`src/rtl/eth_port_mux.sv`:
```
// Purpose: RX round-robin packet merge of NUM_PORTS MAC streams; TX tdest-routed demux with drop counting.
// Latency: RX 1-cycle arbitration then combinational pass-through (1 bubble per packet); TX zero added latency.
// Backpressure: RX ready forwarded only to the granted port; TX ready taken from routed port, forced high on drop.
module eth_port_mux #(
    parameter int NUM_PORTS  = 2,
    parameter int DATA_WIDTH = 64,
    parameter int DEST_WIDTH = 1,
    localparam int KEEP_WIDTH = DATA_WIDTH / 8
) (
    input  logic                             clock,
    input  logic                             resetn,
    input  logic [NUM_PORTS*DATA_WIDTH-1:0]  s_rx_tdata,
    input  logic [NUM_PORTS*KEEP_WIDTH-1:0]  s_rx_tkeep,
    input  logic [NUM_PORTS-1:0]             s_rx_tlast,
    input  logic [NUM_PORTS-1:0]             s_rx_tuser,
    input  logic [NUM_PORTS-1:0]             s_rx_tvalid,
    output logic [NUM_PORTS-1:0]             s_rx_tready,
    output logic [DATA_WIDTH-1:0]            m_rx_tdata,
    output logic [KEEP_WIDTH-1:0]            m_rx_tkeep,
    output logic                             m_rx_tlast,
    output logic                             m_rx_tuser,
    output logic                             m_rx_tvalid,
    output logic [DEST_WIDTH-1:0]            m_rx_tdest,
    input  logic                             m_rx_tready,
    input  logic [DATA_WIDTH-1:0]            s_tx_tdata,
    input  logic [KEEP_WIDTH-1:0]            s_tx_tkeep,
    input  logic                             s_tx_tlast,
    input  logic                             s_tx_tuser,
    input  logic                             s_tx_tvalid,
    input  logic [DEST_WIDTH-1:0]            s_tx_tdest,
    output logic                             s_tx_tready,
    output logic [NUM_PORTS*DATA_WIDTH-1:0]  m_tx_tdata,
    output logic [NUM_PORTS*KEEP_WIDTH-1:0]  m_tx_tkeep,
    output logic [NUM_PORTS-1:0]             m_tx_tlast,
    output logic [NUM_PORTS-1:0]             m_tx_tuser,
    output logic [NUM_PORTS-1:0]             m_tx_tvalid,
    input  logic [NUM_PORTS-1:0]             m_tx_tready,
    output logic [15:0]                      tx_drop_count
);

    localparam int DW1 = DEST_WIDTH + 1;

    if ((2 ** DEST_WIDTH) < NUM_PORTS) begin : g_bad_dest_width
        $error("eth_port_mux: DEST_WIDTH too small for NUM_PORTS");
    end
    if (NUM_PORTS < 1 || NUM_PORTS > 8 || (DATA_WIDTH % 8) != 0) begin : g_bad_params
        $error("eth_port_mux: NUM_PORTS must be 1..8 and DATA_WIDTH a multiple of 8");
    end

    typedef enum logic {RX_IDLE, RX_GRANT} rx_state_t;
    typedef enum logic [1:0] {TX_IDLE, TX_ROUTE, TX_DROP} tx_state_t;

    rx_state_t             r_rx_state, w_rx_next;
    logic [DEST_WIDTH-1:0] r_rx_sel, r_rr_last, w_grant;
    logic                  w_any_vld, w_rx_done;

    tx_state_t             r_tx_state, w_tx_next;
    logic [DEST_WIDTH-1:0] r_tx_dest, w_tx_dest;
    logic                  w_dest_ok, w_dest_rdy, w_tx_route, w_tx_rdy, w_drop_inc;
    logic [15:0]           r_drop_cnt;

    // Round-robin search starts one past the last port that completed a packet.
    always_comb begin
        w_grant   = '0;
        w_any_vld = 1'b0;
        for (int i = 1; i <= NUM_PORTS; i++) begin
            for (int j = 0; j < NUM_PORTS; j++) begin
                if (j == (int'(r_rr_last) + i) % NUM_PORTS && s_rx_tvalid[j] && !w_any_vld) begin
                    w_any_vld = 1'b1;
                    w_grant   = DEST_WIDTH'(j);
                end
            end
        end
    end

    always_comb begin
        m_rx_tdata  = '0;
        m_rx_tkeep  = '0;
        m_rx_tlast  = 1'b0;
        m_rx_tuser  = 1'b0;
        m_rx_tvalid = 1'b0;
        m_rx_tdest  = '0;
        s_rx_tready = '0;
        for (int i = 0; i < NUM_PORTS; i++) begin
            if (r_rx_sel == DEST_WIDTH'(i)) begin
                m_rx_tdata  = s_rx_tdata[i*DATA_WIDTH +: DATA_WIDTH];
                m_rx_tkeep  = s_rx_tkeep[i*KEEP_WIDTH +: KEEP_WIDTH];
                m_rx_tlast  = s_rx_tlast[i];
                m_rx_tuser  = s_rx_tuser[i];
                if (r_rx_state == RX_GRANT) begin
                    m_rx_tvalid    = s_rx_tvalid[i];
                    s_rx_tready[i] = m_rx_tready;
                end
            end
        end
        if (r_rx_state == RX_GRANT) begin
            m_rx_tdest = r_rx_sel;
        end
    end

    assign w_rx_done = m_rx_tvalid && m_rx_tready && m_rx_tlast;

    always_comb begin
        w_rx_next = r_rx_state;
        case (r_rx_state)
            RX_IDLE:  if (w_any_vld) w_rx_next = RX_GRANT;
            RX_GRANT: if (w_rx_done) w_rx_next = RX_IDLE;
            default:  w_rx_next = RX_IDLE;
        endcase
    end

    always_ff @(posedge clock or negedge resetn) begin
        if (!resetn) begin
            r_rx_state <= RX_IDLE;
            r_rx_sel   <= '0;
            r_rr_last  <= DEST_WIDTH'(NUM_PORTS - 1);
        end else begin
            r_rx_state <= w_rx_next;
            if (r_rx_state == RX_IDLE && w_any_vld) r_rx_sel <= w_grant;
            if (w_rx_done) r_rr_last <= r_rx_sel;
        end
    end

    // Destination is decoded live only in IDLE; mid-packet beats follow the latched port.
    assign w_dest_ok = {1'b0, s_tx_tdest} < DW1'(NUM_PORTS);
    assign w_tx_dest = (r_tx_state == TX_IDLE) ? s_tx_tdest : r_tx_dest;

    always_comb begin
        w_dest_rdy = 1'b0;
        for (int i = 0; i < NUM_PORTS; i++) begin
            if (w_tx_dest == DEST_WIDTH'(i)) w_dest_rdy = m_tx_tready[i];
        end
    end

    always_comb begin
        w_tx_next  = r_tx_state;
        w_tx_route = 1'b0;
        w_tx_rdy   = 1'b0;
        w_drop_inc = 1'b0;
        case (r_tx_state)
            TX_IDLE: begin
                if (s_tx_tvalid && w_dest_ok) begin
                    w_tx_route = 1'b1;
                    w_tx_rdy   = w_dest_rdy;
                    if (w_dest_rdy && !s_tx_tlast) w_tx_next = TX_ROUTE;
                end else if (s_tx_tvalid) begin
                    w_tx_rdy   = 1'b1;
                    w_drop_inc = 1'b1;
                    if (!s_tx_tlast) w_tx_next = TX_DROP;
                end
            end
            TX_ROUTE: begin
                w_tx_route = 1'b1;
                w_tx_rdy   = w_dest_rdy;
                if (s_tx_tvalid && w_dest_rdy && s_tx_tlast) w_tx_next = TX_IDLE;
            end
            TX_DROP: begin
                w_tx_rdy = 1'b1;
                if (s_tx_tvalid && s_tx_tlast) w_tx_next = TX_IDLE;
            end
            default: w_tx_next = TX_IDLE;
        endcase
    end

    always_comb begin
        m_tx_tvalid = '0;
        for (int i = 0; i < NUM_PORTS; i++) begin
            m_tx_tvalid[i] = resetn && w_tx_route && s_tx_tvalid && (w_tx_dest == DEST_WIDTH'(i));
        end
    end

    assign s_tx_tready   = resetn && w_tx_rdy;
    assign m_tx_tdata    = {NUM_PORTS{s_tx_tdata}};
    assign m_tx_tkeep    = {NUM_PORTS{s_tx_tkeep}};
    assign m_tx_tlast    = {NUM_PORTS{s_tx_tlast}};
    assign m_tx_tuser    = {NUM_PORTS{s_tx_tuser}};
    assign tx_drop_count = r_drop_cnt;

    always_ff @(posedge clock or negedge resetn) begin
        if (!resetn) begin
            r_tx_state <= TX_IDLE;
            r_tx_dest  <= '0;
            r_drop_cnt <= '0;
        end else begin
            r_tx_state <= w_tx_next;
            if (r_tx_state == TX_IDLE && w_tx_next == TX_ROUTE) r_tx_dest <= s_tx_tdest;
            if (w_drop_inc && r_drop_cnt != 16'hFFFF) r_drop_cnt <= r_drop_cnt + 16'd1;
        end
    end

endmodule

```
`config.mk`:
```
export PLATFORM = sky130hd
export DESIGN_NAME = eth_port_mux
export DESIGN_NICKNAME = d
export VERILOG_FILES = /design/src/rtl/eth_port_mux.sv
export SDC_FILE = /design/constraint.sdc
export NUM_CORES = 1
export LEC_CHECK = 0
export ABC_AREA = 1
export BUFFER_PORTS_ARGS = -buffer_cell sky130_fd_sc_hd__buf_4
export CAP_MARGIN = 20
export CELL_PAD_IN_SITES_DETAIL_PLACEMENT = 1
export CELL_PAD_IN_SITES_GLOBAL_PLACEMENT = 1
export CORE_AREA = 2 2 186 188
export DETAILED_ROUTE_END_ITERATION = 16
export DIE_AREA = 0 0 188 190
export PLACE_DENSITY = 0.61
export SLEW_MARGIN = 15
export SYNTH_ARGS = -nofsm -noshare
export SYNTH_HDL_FRONTEND = slang
export SYNTH_SLANG_ARGS = --single-unit
```
`constraint.sdc`:
```
create_clock -name clock -period 1.55 [get_ports clock]
set_input_delay 0 -clock clock [delete_from_list [all_inputs] [get_ports clock]]
set_output_delay 0 -clock clock [all_outputs]
set_load 0.1 [all_outputs]
```
==> run metrics <==
first-pass GRT wire length approximately 17000 µm; failing checks negative setup slack; Yosys cell types 21; Die Wd roughly 190 µm; port bufs 240; Area contributors post-synth buf_4 48%, nand2_1 34%, dfrtp_1 4.9%; Synth area leader buf_4; post-DP HPWL just over 10000 µm; placed cell area 0.00392 mm²; met3 Resource Use GR 0.0408; hold crit path type in2out; Worst Slack Setup Final -32.4 ps; num rows just under 70; Ys Warns 0; Final Max Slew Viols 0; nets@finish between 700 and 800; Core Footprint ~0.034 mm²; CP Capture Type primary output; top-count cell post-synth nand2_1; post-synthesis register bit count 6; crit path launch type register; drt first-iter violations 60; crit-path max FO 4; Peak VDD IR ~0.91 mV; TritonCTS Buffers 3; WL final 12400 µm; CP required around 1600 ps; Layout area overhead 72.1%; Seq/Total Area, Yosys 0.0588; number of flops mapped to enable cells by yosys 0; Clock Tree Root clkbuf_16; largest net degree at the start of global routing 40; Top FF cell, synth dfrtp_1; f_max about 0.63 GHz; TritonCTS clock tree built; Remaining Overflow, GRT 0; Design Power between 10 and 15 mW; number of remaining DRC errors 0; Die ar. roughly 0.036 mm²; Syn Inst Count about 470; num ports 476; total track usage 0.0628; PwrDens ~2800 mW/mm²; DR vias/cell 2.92; GPL Wtd Cong between 0.7 and 0.8; Tmin final ~1600 ps; status finished, violations left; GRT met1 Usage 0.0639; DR WL/cell between 10 and 15 µm; MaxCap Viol Count 0; DR pass1 iterations 4; Die H between 150 and 200 µm; total clock sinks 6; Starting Density 0.0759; clk slew on worst S/H paths about 30 ps; worst skew pair latency between 200 and 250 ps; type of the worst setup path reg2out; Synth Cell Area approximately 0.0026 mm²; clock skew approximately 0.12 ps; ANT nets after route 0; GR Util met2 0.104; final number of hold-violating endpoints 0; ys async rst share 1.00; CTS Buffer Depth 2; antenna violations before repair 0; unrepaired setup endpoints after global routing true; design area 0.00443 mm²; list of most frequent post-synthesis cells 235 x nand2_1, 164 x buf_4, 13 x buf_2, 13 x inv_1; routed vias between 2k and 3k; vias in the first global route ~3.0k; share of post-route cells with drive strength above 1 0.575; # setup viols final 1; crit share post-route 1.02; data arrival time of the worst path around 1600 ps; diodes inserted 0; Lkg Pwr ~2.4 nW; syn_area_per_cell roughly 5.5 µm²; H-tree depth 1; GR peak layer met2; post-synth top area share 0.478
## stage by stage
step | hold WS, ps | instances | TNS, ps | setup WS [ps] | util
global placement | -169 | 1004 | 0 | 142 | 0.116
CTS | 0.994 | 1015 | -45.1 | -45.1 | 0.123
detailed placement | -166 | 1004 | 0 | 132 | 0.116
global route | 0.212 | 1022 | -136 | -103 | 0.131
floorplan | -296 | 484 | -409 | -313 | -
finish | 0.0483 | 1022 | -32.4 | -32.4 | 0.131
## sequential cells by signal (all words and copies together), names as in the netlist
register    cells
r_rx_sel        1
r_tx_dest       1
r_rr_last       1
r_rx_state      1
r_tx_state      2
## per-layer routing
layer	share of wire	wire length [µm]	vias up
met5	0.0037	46	-
met1	0.33	4110	1292
li1	-	-	1416
met2	0.49	6040	226
met4	0.027	332	2
met3	0.15	1860	50
## worst max-delay path, cell delays in order, from the launching register on
cell and delay (ps):
dfrtp_1 420, nor2_4 180, nand2_2 100, nand3_4 90, nand4_1 130, a31oi_2 170
buf_6 250
## what timing repair did
| action | in CTS | in global routing |
|---|---|---|
| pin swaps | 3 | 7 |
| buffers inserted | 3 | 7 |
| gates resized for setup | 28 | 48 |
| hold buffers | 3 | 0 |
| cloned | 1 | 0 |
| endpoints found under the hold margin | 7 | 0 |
| endpoints found under the setup margin | 63 | 38 |
## kinds of logic (layout without fill, tap and decap cells)
kind of cell / count (synthesis) / in the layout / synth area share
buffers and inverters: 197 / 280 / 0.533
flip-flops: 6 / 6 / 0.0588
AO/OA/AOI/OAI: 10 / 10 / 0.0223
other: 1 / 16 / 0.00146
AND/OR/NAND/NOR: 255 / 255 / 0.385
## power breakdown
part	internal [mW]	switching (mW)	total, mW
Combinational	2.80	8.92	11.7
Sequential	0.238	0.0921	0.330
Clock	0.341	0.0871	0.428
Total	3.38	9.10	12.5
## placed cells by master, fill, tap and decap left out
cell type,instances
a21oi_1,2
nand3_1,5
dfrtp_1,4
buf_8,3
nor2_1,3
clkbuf_1,1
o21ai_1,2
buf_16,1
inv_8,1
nor3_1,1
nand2_2,47
nand2_1,188
inv_2,2
o21ai_0,1
nor2_4,3
nand3_4,3
nor2_2,2
clkbuf_16,3
o21bai_2,1
dlygate4sd3_1,3
buf_4,200
dfrtp_4,1
nand4_1,2
dfstp_2,1
conb_1,16
inv_1,13
a31oi_2,1
nand2_4,1
a21oi_2,3
buf_6,46
buf_12,7
## path summary, 6_finish.rpt
path / startpoint / end / slack [ps] / cells past startpoint
min: s_tx_tdata[5] / m_tx_tdata[69] / 0.05 / 0
max: r_tx_state[1] / s_tx_tready / -30 / 6
max in group asynchronous: resetn / r_rr_last / 1200 / 2
max reg2reg: r_tx_state[1] / r_tx_state[1] / 20 / 5
min in group asynchronous: resetn / r_tx_dest / 140 / 2
min reg2reg: r_rr_last / r_rr_last / 470 / 2
## final cells by class
class | instances | area [µm²]
fillers | 4151 | 29500
repair buffers | 260 | 2260
multi-input cells | 281 | 1300
well taps | 455 | 569
flip-flops and latches | 6 | 155
clock buffers | 4 | 78.8
inverters | 16 | 67.6
Note: power is estimated with default switching activity, not from simulation.
